===== config.mk =====
export PLATFORM = sky130hd
export DESIGN_NAME = datapath_param_flat
export DESIGN_NICKNAME = d
export VERILOG_FILES = /design/src/rtl/datapath_param_if.sv /design/src/rtl/datapath_param.sv /design/src/flat_wrapper.sv
export SDC_FILE = /design/constraint.sdc
export NUM_CORES = 2
export LEC_CHECK = 0
export ABC_AREA = 1
export BUFFER_PORTS_ARGS = -buffer_cell sky130_fd_sc_hd__buf_4
export CORE_MARGIN = 3
export CORE_UTILIZATION = 28
export CTS_CLUSTER_DIAMETER = 40
export DETAILED_ROUTE_END_ITERATION = 16
export MAX_ROUTING_LAYER = met4
export PLACE_DENSITY = 0.51
export SYNTH_ARGS = -nofsm -noshare
export SYNTH_HDL_FRONTEND = slang
export SYNTH_SLANG_ARGS = --single-unit

===== constraint.sdc =====
create_clock -name clock -period 32 [get_ports clock]
set_input_delay 1.6 -clock clock [delete_from_list [all_inputs] [get_ports clock]]
set_output_delay 1.6 -clock clock [all_outputs]
set_load 0.02 [all_outputs]

===== src/rtl/datapath_param_if.sv =====
// Control, data and status bundle between a sequencer (master) and the
// datapath_param processor datapath (slave).
interface datapath_param_if #(
    parameter int WIDTH = 32,
    parameter int NREGS = 16
);
    localparam int AW = $clog2(NREGS);

    logic [3:0]       bus_src;
    logic [AW-1:0]    rs_addr;
    logic [AW-1:0]    rd_addr;
    logic             rin;
    logic             baout;
    logic             pc_in;
    logic             pc_inc;
    logic             mar_in;
    logic             mdr_in;
    logic             mem_read;
    logic [WIDTH-1:0] mem_data_in;
    logic             hi_in;
    logic             lo_in;
    logic             y_in;
    logic             z_in;
    logic             ip_in;
    logic             op_in;
    logic [3:0]       alu_op;
    logic [WIDTH-1:0] imm;
    logic [WIDTH-1:0] input_unit;
    logic             md_start;
    logic             md_op;
    logic             md_signed;
    logic [WIDTH-1:0] bus;
    logic [WIDTH-1:0] mem_addr;
    logic [WIDTH-1:0] mem_data_out;
    logic [WIDTH-1:0] output_unit;
    logic             md_busy;
    logic             md_done;
    logic             div_by_zero;

    modport master (
        output bus_src, rs_addr, rd_addr, rin, baout, pc_in, pc_inc,
               mar_in, mdr_in, mem_read, mem_data_in, hi_in, lo_in,
               y_in, z_in, ip_in, op_in, alu_op, imm, input_unit,
               md_start, md_op, md_signed,
        input  bus, mem_addr, mem_data_out, output_unit,
               md_busy, md_done, div_by_zero
    );

    modport slave (
        input  bus_src, rs_addr, rd_addr, rin, baout, pc_in, pc_inc,
               mar_in, mdr_in, mem_read, mem_data_in, hi_in, lo_in,
               y_in, z_in, ip_in, op_in, alu_op, imm, input_unit,
               md_start, md_op, md_signed,
        output bus, mem_addr, mem_data_out, output_unit,
               md_busy, md_done, div_by_zero
    );
endinterface


===== src/rtl/datapath_param.sv =====
// Single-bus processor datapath: register file, PC/MAR/MDR, ALU with Y/Z
// staging and an iterative multiply/divide engine writing HI/LO.
module datapath_param #(
    parameter int WIDTH = 32,
    parameter int NREGS = 16
) (
    input  logic              clock,
    input  logic              clear,
    datapath_param_if.slave   dp
);
    localparam int SW = $clog2(WIDTH);

    typedef enum logic [1:0] {
        MD_IDLE,
        MD_RUN,
        MD_FIN
    } md_state_t;

    logic [WIDTH-1:0] regs [NREGS];
    logic [WIDTH-1:0] pc, mar, mdr, hi, lo, y, z, inport, outport;
    logic [WIDTH-1:0] bus, alu_result;
    logic [SW-1:0]    sh;
    logic [SW:0]      inv_sh;

    md_state_t        state, next_state;
    logic             start_ok, start_dbz;
    logic [SW-1:0]    count;
    logic [WIDTH-1:0] acc_hi, acc_lo, mag_a, mag_b, dividend;
    logic [WIDTH-1:0] y_mag, bus_mag;
    logic             op_div, neg_q, neg_r, dbz, done_q, dbz_q;
    logic [WIDTH:0]   mul_sum, div_shift;
    logic [WIDTH-1:0] div_diff;
    logic             div_ge;

    always_comb begin
        bus = '0;
        case (dp.bus_src)
            4'd1:    bus = (dp.baout && dp.rs_addr == '0) ? '0 : regs[dp.rs_addr];
            4'd2:    bus = pc;
            4'd3:    bus = mdr;
            4'd4:    bus = hi;
            4'd5:    bus = lo;
            4'd6:    bus = z;
            4'd7:    bus = inport;
            4'd8:    bus = dp.imm;
            default: bus = '0;
        endcase
    end

    // Rotates combine two opposite shifts; a shift by WIDTH yields zero,
    // so a rotate amount of 0 falls out naturally.
    assign sh     = bus[SW-1:0];
    assign inv_sh = (SW+1)'(WIDTH) - {1'b0, sh};

    always_comb begin
        alu_result = '0;
        case (dp.alu_op)
            4'd0:    alu_result = y + bus;
            4'd1:    alu_result = y - bus;
            4'd2:    alu_result = y & bus;
            4'd3:    alu_result = y | bus;
            4'd4:    alu_result = y >> sh;
            4'd5:    alu_result = $signed(y) >>> sh;
            4'd6:    alu_result = y << sh;
            4'd7:    alu_result = (y >> sh) | (y << inv_sh);
            4'd8:    alu_result = (y << sh) | (y >> inv_sh);
            4'd9:    alu_result = -bus;
            4'd10:   alu_result = ~bus;
            4'd11:   alu_result = bus;
            default: alu_result = '0;
        endcase
    end

    always_ff @(posedge clock or posedge clear) begin
        if (clear) begin
            for (int i = 0; i < NREGS; i++) regs[i] <= '0;
            pc      <= '0;
            mar     <= '0;
            mdr     <= '0;
            y       <= '0;
            z       <= '0;
            inport  <= '0;
            outport <= '0;
        end else begin
            if (dp.rin)    regs[dp.rd_addr] <= bus;
            if (dp.pc_in)  pc <= bus;
            else if (dp.pc_inc) pc <= pc + 1'b1;
            if (dp.mar_in) mar <= bus;
            if (dp.mdr_in) mdr <= dp.mem_read ? dp.mem_data_in : bus;
            if (dp.y_in)   y <= bus;
            if (dp.z_in)   z <= alu_result;
            if (dp.ip_in)  inport <= dp.input_unit;
            if (dp.op_in)  outport <= bus;
        end
    end

    assign y_mag   = (dp.md_signed && y[WIDTH-1])   ? -y   : y;
    assign bus_mag = (dp.md_signed && bus[WIDTH-1]) ? -bus : bus;

    // A zero divisor goes straight to FIN so its result lands one cycle later.
    always_comb begin
        next_state = state;
        start_ok   = 1'b0;
        start_dbz  = 1'b0;
        case (state)
            MD_IDLE: begin
                if (dp.md_start) begin
                    start_ok   = 1'b1;
                    start_dbz  = dp.md_op && (bus == '0);
                    next_state = start_dbz ? MD_FIN : MD_RUN;
                end
            end
            MD_RUN:  if (count == SW'(WIDTH - 1)) next_state = MD_FIN;
            MD_FIN:  next_state = MD_IDLE;
            default: next_state = MD_IDLE;
        endcase
    end

    always_ff @(posedge clock or posedge clear) begin
        if (clear) state <= MD_IDLE;
        else       state <= next_state;
    end

    assign mul_sum   = {1'b0, acc_hi} + {1'b0, mag_a};
    assign div_shift = {acc_hi, acc_lo[WIDTH-1]};
    assign div_ge    = div_shift >= {1'b0, mag_b};
    assign div_diff  = div_shift[WIDTH-1:0] - mag_b;

    // Unsigned shift-add / restoring-divide core on operand magnitudes;
    // signs are reapplied when the result is committed in FIN.
    always_ff @(posedge clock or posedge clear) begin
        if (clear) begin
            count    <= '0;
            acc_hi   <= '0;
            acc_lo   <= '0;
            mag_a    <= '0;
            mag_b    <= '0;
            dividend <= '0;
            op_div   <= 1'b0;
            neg_q    <= 1'b0;
            neg_r    <= 1'b0;
            dbz      <= 1'b0;
            done_q   <= 1'b0;
            dbz_q    <= 1'b0;
        end else begin
            done_q <= (state == MD_FIN);
            dbz_q  <= (state == MD_FIN) && dbz;
            case (state)
                MD_IDLE: begin
                    if (start_ok) begin
                        op_div   <= dp.md_op;
                        dbz      <= start_dbz;
                        neg_q    <= dp.md_signed && (y[WIDTH-1] ^ bus[WIDTH-1]);
                        neg_r    <= dp.md_signed && y[WIDTH-1];
                        mag_a    <= y_mag;
                        mag_b    <= bus_mag;
                        dividend <= y;
                        count    <= '0;
                        acc_hi   <= '0;
                        acc_lo   <= dp.md_op ? y_mag : bus_mag;
                    end
                end
                MD_RUN: begin
                    count <= count + 1'b1;
                    if (op_div) begin
                        acc_hi <= div_ge ? div_diff : div_shift[WIDTH-1:0];
                        acc_lo <= {acc_lo[WIDTH-2:0], div_ge};
                    end else if (acc_lo[0]) begin
                        {acc_hi, acc_lo} <= {mul_sum, acc_lo[WIDTH-1:1]};
                    end else begin
                        {acc_hi, acc_lo} <= {1'b0, acc_hi, acc_lo[WIDTH-1:1]};
                    end
                end
                default: ;
            endcase
        end
    end

    // Engine results own HI/LO from start through the done cycle.
    always_ff @(posedge clock or posedge clear) begin
        if (clear) begin
            hi <= '0;
            lo <= '0;
        end else if (state == MD_FIN) begin
            if (dbz) begin
                hi <= dividend;
                lo <= '1;
            end else if (op_div) begin
                hi <= neg_r ? -acc_hi : acc_hi;
                lo <= neg_q ? -acc_lo : acc_lo;
            end else begin
                {hi, lo} <= neg_q ? -{acc_hi, acc_lo} : {acc_hi, acc_lo};
            end
        end else if (state == MD_IDLE && !done_q) begin
            if (dp.hi_in) hi <= bus;
            if (dp.lo_in) lo <= bus;
        end
    end

    assign dp.bus          = bus;
    assign dp.mem_addr     = mar;
    assign dp.mem_data_out = mdr;
    assign dp.output_unit  = outport;
    assign dp.md_busy      = (state != MD_IDLE);
    assign dp.md_done      = done_q;
    assign dp.div_by_zero  = dbz_q;
endmodule


===== src/flat_wrapper.sv =====
// flat-port wrapper written by rule: the top's interface ports become plain ports
module datapath_param_flat 
#(
    parameter int WIDTH = 32,
    parameter int NREGS = 16
)
  (clock, clear, dp_bus_src, dp_rs_addr, dp_rd_addr, dp_rin, dp_baout, dp_pc_in, dp_pc_inc, dp_mar_in, dp_mdr_in, dp_mem_read, dp_mem_data_in, dp_hi_in, dp_lo_in, dp_y_in, dp_z_in, dp_ip_in, dp_op_in, dp_alu_op, dp_imm, dp_input_unit, dp_md_start, dp_md_op, dp_md_signed, dp_bus, dp_mem_addr, dp_mem_data_out, dp_output_unit, dp_md_busy, dp_md_done, dp_div_by_zero);
  datapath_param_if #(.WIDTH(WIDTH), .NREGS(NREGS)) dp_i ();
  input  logic clock;
  input  logic clear;
  input wire logic [$bits(dp_i.bus_src)-1:0] dp_bus_src;
  input wire logic [$bits(dp_i.rs_addr)-1:0] dp_rs_addr;
  input wire logic [$bits(dp_i.rd_addr)-1:0] dp_rd_addr;
  input wire logic [$bits(dp_i.rin)-1:0] dp_rin;
  input wire logic [$bits(dp_i.baout)-1:0] dp_baout;
  input wire logic [$bits(dp_i.pc_in)-1:0] dp_pc_in;
  input wire logic [$bits(dp_i.pc_inc)-1:0] dp_pc_inc;
  input wire logic [$bits(dp_i.mar_in)-1:0] dp_mar_in;
  input wire logic [$bits(dp_i.mdr_in)-1:0] dp_mdr_in;
  input wire logic [$bits(dp_i.mem_read)-1:0] dp_mem_read;
  input wire logic [$bits(dp_i.mem_data_in)-1:0] dp_mem_data_in;
  input wire logic [$bits(dp_i.hi_in)-1:0] dp_hi_in;
  input wire logic [$bits(dp_i.lo_in)-1:0] dp_lo_in;
  input wire logic [$bits(dp_i.y_in)-1:0] dp_y_in;
  input wire logic [$bits(dp_i.z_in)-1:0] dp_z_in;
  input wire logic [$bits(dp_i.ip_in)-1:0] dp_ip_in;
  input wire logic [$bits(dp_i.op_in)-1:0] dp_op_in;
  input wire logic [$bits(dp_i.alu_op)-1:0] dp_alu_op;
  input wire logic [$bits(dp_i.imm)-1:0] dp_imm;
  input wire logic [$bits(dp_i.input_unit)-1:0] dp_input_unit;
  input wire logic [$bits(dp_i.md_start)-1:0] dp_md_start;
  input wire logic [$bits(dp_i.md_op)-1:0] dp_md_op;
  input wire logic [$bits(dp_i.md_signed)-1:0] dp_md_signed;
  output wire logic [$bits(dp_i.bus)-1:0] dp_bus;
  output wire logic [$bits(dp_i.mem_addr)-1:0] dp_mem_addr;
  output wire logic [$bits(dp_i.mem_data_out)-1:0] dp_mem_data_out;
  output wire logic [$bits(dp_i.output_unit)-1:0] dp_output_unit;
  output wire logic [$bits(dp_i.md_busy)-1:0] dp_md_busy;
  output wire logic [$bits(dp_i.md_done)-1:0] dp_md_done;
  output wire logic [$bits(dp_i.div_by_zero)-1:0] dp_div_by_zero;
  assign dp_i.bus_src = dp_bus_src;
  assign dp_i.rs_addr = dp_rs_addr;
  assign dp_i.rd_addr = dp_rd_addr;
  assign dp_i.rin = dp_rin;
  assign dp_i.baout = dp_baout;
  assign dp_i.pc_in = dp_pc_in;
  assign dp_i.pc_inc = dp_pc_inc;
  assign dp_i.mar_in = dp_mar_in;
  assign dp_i.mdr_in = dp_mdr_in;
  assign dp_i.mem_read = dp_mem_read;
  assign dp_i.mem_data_in = dp_mem_data_in;
  assign dp_i.hi_in = dp_hi_in;
  assign dp_i.lo_in = dp_lo_in;
  assign dp_i.y_in = dp_y_in;
  assign dp_i.z_in = dp_z_in;
  assign dp_i.ip_in = dp_ip_in;
  assign dp_i.op_in = dp_op_in;
  assign dp_i.alu_op = dp_alu_op;
  assign dp_i.imm = dp_imm;
  assign dp_i.input_unit = dp_input_unit;
  assign dp_i.md_start = dp_md_start;
  assign dp_i.md_op = dp_md_op;
  assign dp_i.md_signed = dp_md_signed;
  assign dp_bus = dp_i.bus;
  assign dp_mem_addr = dp_i.mem_addr;
  assign dp_mem_data_out = dp_i.mem_data_out;
  assign dp_output_unit = dp_i.output_unit;
  assign dp_md_busy = dp_i.md_busy;
  assign dp_md_done = dp_i.md_done;
  assign dp_div_by_zero = dp_i.div_by_zero;
  datapath_param #(.WIDTH(WIDTH), .NREGS(NREGS)) u_core (.clock(clock), .clear(clear), .dp(dp_i));
endmodule

# After elaboration in Yosys (flattened, before gate mapping)
# Index checks and enable logic that the tools add are counted.
# op_classes
add_sub_neg	12
magnitude_cmp	4
n_eq_ne	25
n_shift	5
mux	46
bitwise	8
n_reduce_logical	24
# ops
operator	n
$mux 32	29
$bwmux 512	1
$pmux 32 s12	1
$pmux 32 s8	1
$bmux 32 s4	1
$demux 32 s4	1
$neg 32->32	4
$pmux 32 s2	2
$or 32x32->32	3
$mux 64	1
$neg 64->64	1
$sub 32x32->32	2
$add 32x32->33	1
$ge 33x32->1	1
$add 32x1->32 const B	1
$add 32x32->32	1
$and 32x32->32	1
$eq 4x3->1 const B	8
$logic_not 32->1	1
$not 32->32	1
$shl 32x5->32	1
$shl 32x6->32	1
$shr 32x5->32	1
$shr 32x6->32	1
other kinds (26)	58
# totals
reg_bits	973
in_bits	130
word_cells	162

# Depth between registers and ports, before layout
# logic_depth
word_depth	11
depth_mapped	42
depth_no_buf	39

# Worst setup path before layout
# OpenSTA, ideal clock, no wires.
# synth_timing
path_type	input -> register
startpoint	in dp_rs_addr[0]
endpoint	reg u_core.z[24]
setup_time_ns	0.117
t_arrival_ns	6.158
slack_ns	25.725
cell_stages	38
cell_sequence	buf_6 > inv_4 > buf_6 > buf_6 > nand2_1 > nand3_1 > nand3_1 > nand3_1 > nand2_1 > a21oi_1 > buf_2 > buf_2 > buf_2 > ha_1 > inv_1 > clkbuf_1 > clkbuf_1 > nand2_1 > (+2 left out) > fa_1 > inv_1 > nand2_1 > o21ai_0 > a21boi_0 > o21ai_0 > nand2_1 > nand2_1 > a21oi_1 > inv_1 > nand2_1 > nand2_1 > xnor2_1 > nor2_1 > a21oi_1 > nand2_1 > nand2_1 > nand2_1
# synth_between
elab_chain_len	10
word_cells_on_any_way	23
classes_between	add/sub (4); shift (5); mux (6); bitwise (6); reduce/logical (2)
# synth_lines
item	line	text
from (decl)	flat_wrapper.sv:12	input wire logic [$bits(dp_i.rs_addr)-1:0] dp_rs_addr;
$not 4->5 (implied by the code)	datapath_param.sv:38	4'd1: bus = (dp.baout && dp.rs_addr == '0) ? '0 : regs[dp.rs_addr];
$bmux 32 s4	datapath_param.sv:38	
$mux 32 (implied by the code) (2 in series)	datapath_param.sv:38	
$mux 32 *	datapath_param.sv:38	
$pmux 32 s8 *	datapath_param.sv:37	case (dp.bus_src)
$sub 6x5->6	datapath_param.sv:53	assign inv_sh = (SW+1)'(WIDTH) - {1'b0, sh};
$shr 32x6->32 / $shl 32x6->32 (equally long branches)	datapath_param.sv:66, datapath_param.sv:65	
$or 32x32->32 (on tied branches)	datapath_param.sv:66, datapath_param.sv:65	
$pmux 32 s12 *	datapath_param.sv:57	case (dp.alu_op)
to (signal assigned)	datapath_param.sv:91	if (dp.z_in) z <= alu_result;
to (decl)	datapath_param.sv:20	logic [WIDTH-1:0] pc, mar, mdr, hi, lo, y, z, inport, outport;
# Mark *: on every way between the ends. The rest lies on a longest branch, timed or not. The select of a mux whose other input is x is not followed.
# A chain may end at the register's enable or synchronous reset.

# Final worst setup path
# layout_timing
startpoint	in dp_rs_addr[0]
endpoint	reg u_core.z[26]
# Same word-level chain as after synthesis.

==> out/summary.txt <==
Avg Cell Area, Syn - 6.64 sq um
Final Max Tran Viols - 0
DR vias/cell - 5.50
DP Wirelength - 269000 um
post-synthesis sequential area ratio - 37.4%
asr flop ratio synth - 100%
vias in the first global route - 66.7k
die height - 488 um
period utilization - 27.4%
RR Startpoint - u_core.regs[448]
Least-Margin Pin Slew - 1.34 ns
Worst-path clk slew - 0.05 ns
cell with the most instances after synthesis - nand2_1
Pre-antenna DRT Iters - 7
worst-path maximum fanout - 91
CTS Hold Bufs - 0
Syn Nets - 10.0k
max cap viols - 0
Startpoint Class - input pin
buffers plus inverters on the worst setup path - 8
maximum buffer depth of the clock tree - 3
outcome - finished clean
aggregate global-route resource usage - 31.3%
post_cts resized - 0
CTS H-tree depth - 4
Final GP Congestion - 1.07
vias - 71.5k
WP data arrival - 9.43 ns
Synth area leader - dfrtp_1
io pins - 261
Syn. warnings - 0
XOR/XNOR share of the synthesized area - 1.32%
Cells after Synth - 9805
routed len/inst - 28.6 um
Mapped Area - 65100 sq um
CP startpoint - dp_rs_addr[0]
Synth Area in Simple Gates - 32.3%
top cells by area, synth - dfrtp_1, nand2_1, nand3_1
Die ar. - 238000 sq um
CP Class - in -> reg
initial detailed-routing violation count - 9122
hold slack - 0.486 ns
final worst path period need - 8.76 ns
TritonCTS clock tree - yes
main combinational cell family by area after synthesis - simple AND/OR/NAND/NOR gates
post-route ant nets - 0
Chip Width - 488 um
top post-synthesis cells by count - nand2_1, nand3_1, nor2_1
Post-synth EDFFs - 0
CP max stage delay - 0.62 ns
initial antenna violation count - 16
clk root buf - clkbuf_16
TritonCTS Buffers - 174
Area Growth Syn to Fin - 17.5%
post-synthesis mux area share - 0.138%
GRT overflow - 0
WP data required - 32.67 ns
Compound-Gate Fraction of Synth Area - 17.2%
fin util - 33.2%
f_max - 0.114 GHz
Core ar. - 231000 sq um
largest net degree at the start of global routing - 168
Clock Sinks - 972
Leakage - 35.7 nW
HP Class - reg -> reg
hold violation count in the final report - 0
share of layout cells above drive strength 1 - 9.35%
Main synth FF type - dfrtp_1
power density over cell area - 95.7 nW/um^2
Fin Setup TNS - 0 ns
Buffers on Ports - 260
DRC - 0
first-pass GRT wire length - 520000 um
Distinct cells, synth - 64
Setup crit end kind - register
row count - 176
peak supply drop - 0.0000681 V
Post-Synth Adder-Cell Area - 2.17%
hold path start - u_core.mag_b[4]
Worst slew margin - 10.8%
Nets - 10.1k
RSZ-0062 raised after global routing - false
Worst path most repeated cell - nand2_1
Worst Skew - 0.0693 ns
detailed-route wire length - 372000 um
setup bufs post-CTS - 0
area fraction of the dominant cell type after synthesis - 37.4%
final setup vio count - 0
CP max-delay cell - inv_6
clk_lat worst skew - 0.85 ns
#FFs+latches synth - 972
Crit path max-delay family - simple AND/OR/NAND/NOR gates
Starting Density - 28.2%
sequential cells by signal, indices dropped and copies added, names as in the netlist:
name,count
u_core.op_div,1
u_core.dbz,1
u_core.pc,32
u_core.neg_q,1
u_core.state,2
u_core.lo,32
u_core.neg_r,1
u_core.dp.output_unit,32
u_core.acc_lo,32
u_core.regs,512
u_core.acc_hi,32
u_core.inport,32
u_core.dp.mem_addr,32
u_core.hi,32
u_core.y,32
u_core.count,5
u_core.mag_b,32
u_core.dividend,32
u_core.z,32
u_core.dp.mem_data_out,32
u_core.dp.md_done,1
u_core.mag_a,31
u_core.dp.div_by_zero,1
stage by stage:
step	worst slack, ns	std cells	area (sq um)	total power, mW
2_1_floorplan	3.06	9805	65100	3.84
3_3_place_gp	22.57	12659	69900	5.17
3_5_place_dp	22.61	12659	69900	5.17
4_1_cts	23.46	12985	76400	7.26
5_1_grt	22.78	12995	76400	7.71
6_report	23.24	13009	76500	7.32
report_power, final:
part	internal [mW]	switching [mW]	total, mW
clock	1.31	0.749	2.06
combinational	0.923	2.39	3.31
sequential	1.59	0.360	1.95
total	3.82	3.50	7.32
metal layers:
metal	vias up	wire, um	track usage (%)
li1	32301	-	-
met2	3614	162000	46.5
met3	745	30000	5.71
met1	34835	157000	40.4
met5	-	0	-
met4	0	23200	16.6
worst register-to-register path, delay by kind of cell (launching register included):
family	cells	cell delay, ns
AOI/OAI and AO/OA	3	0.87
and+or+nand+nor	27	3.99
buffers and inverters	6	1.29
adders and majority gates	2	0.53
DFF	1	0.36
cells by family (layout without fill, tap and decap cells):
kind of cell / count (synthesis) / in the layout
and+or+nand+nor: 5053 / 5053
muxes: 8 / 8
DFF: 972 / 972
AOI/OAI and AO/OA: 2029 / 2029
xor gates and xnor gates: 98 / 98
adders and majority gates: 111 / 111
buffers and inverters: 1534 / 1688
other: 0 / 24
cells in the final DEF (no fill, tap or decap), types with 12 or more instances in the layout:
cell type	count
nand2_1	2589
nand3_1	1166
nor2_1	1020
dfrtp_1	971
o21ai_0	894
inv_1	877
a21oi_1	628
buf_4	431
clkbuf_16	174
ha_1	107
o211ai_1	100
a31oi_1	90
xor2_1	83
o21ai_1	79
nand4_1	76
nor3_1	55
o22ai_1	53
o21a_1	39
inv_2	33
bufinv_16	30
nor2_4	27
or2_2	27
diode_2	24
o221ai_1	24
clkinvlp_4	24
nor4_1	22
clkbuf_8	21
inv_6	20
nor2_2	17
nand2_2	17
a21oi_4	17
a32oi_1	17
o21bai_1	16
xnor2_1	15
clkinv_2	15
clkinv_4	15
clkinv_1	13
a22oi_1	13
clkbuf_1	12
area by class of cell:
class                      instances  area [sq um]
timing repair buffer             435          3310
antenna                           24          60.1
sequential                       972         24300
tap                             3026          3790
multi-input combinational       7299         35000
clock inverter                   119          1850
fill                           25069        154000
clock buffer                     207          4690
inverter                         927          3500
worst paths after layout:
path | end | slack (ns) | depth (start not counted)
setup / recovery | u_core.z[26] | 23.24 | 36
hold / removal | u_core.mag_b[4] | 0.49 | 2
setup reg to reg | u_core.z[26] | 24.79 | 38
hold reg to reg | u_core.mag_b[4] | 0.49 | 2
max in group asynchronous | u_core.dp.output_unit[8] | 26.96 | 6
min in group asynchronous | u_core.inport[19] | 0.93 | 2
(Power assumes the default switching activity.)
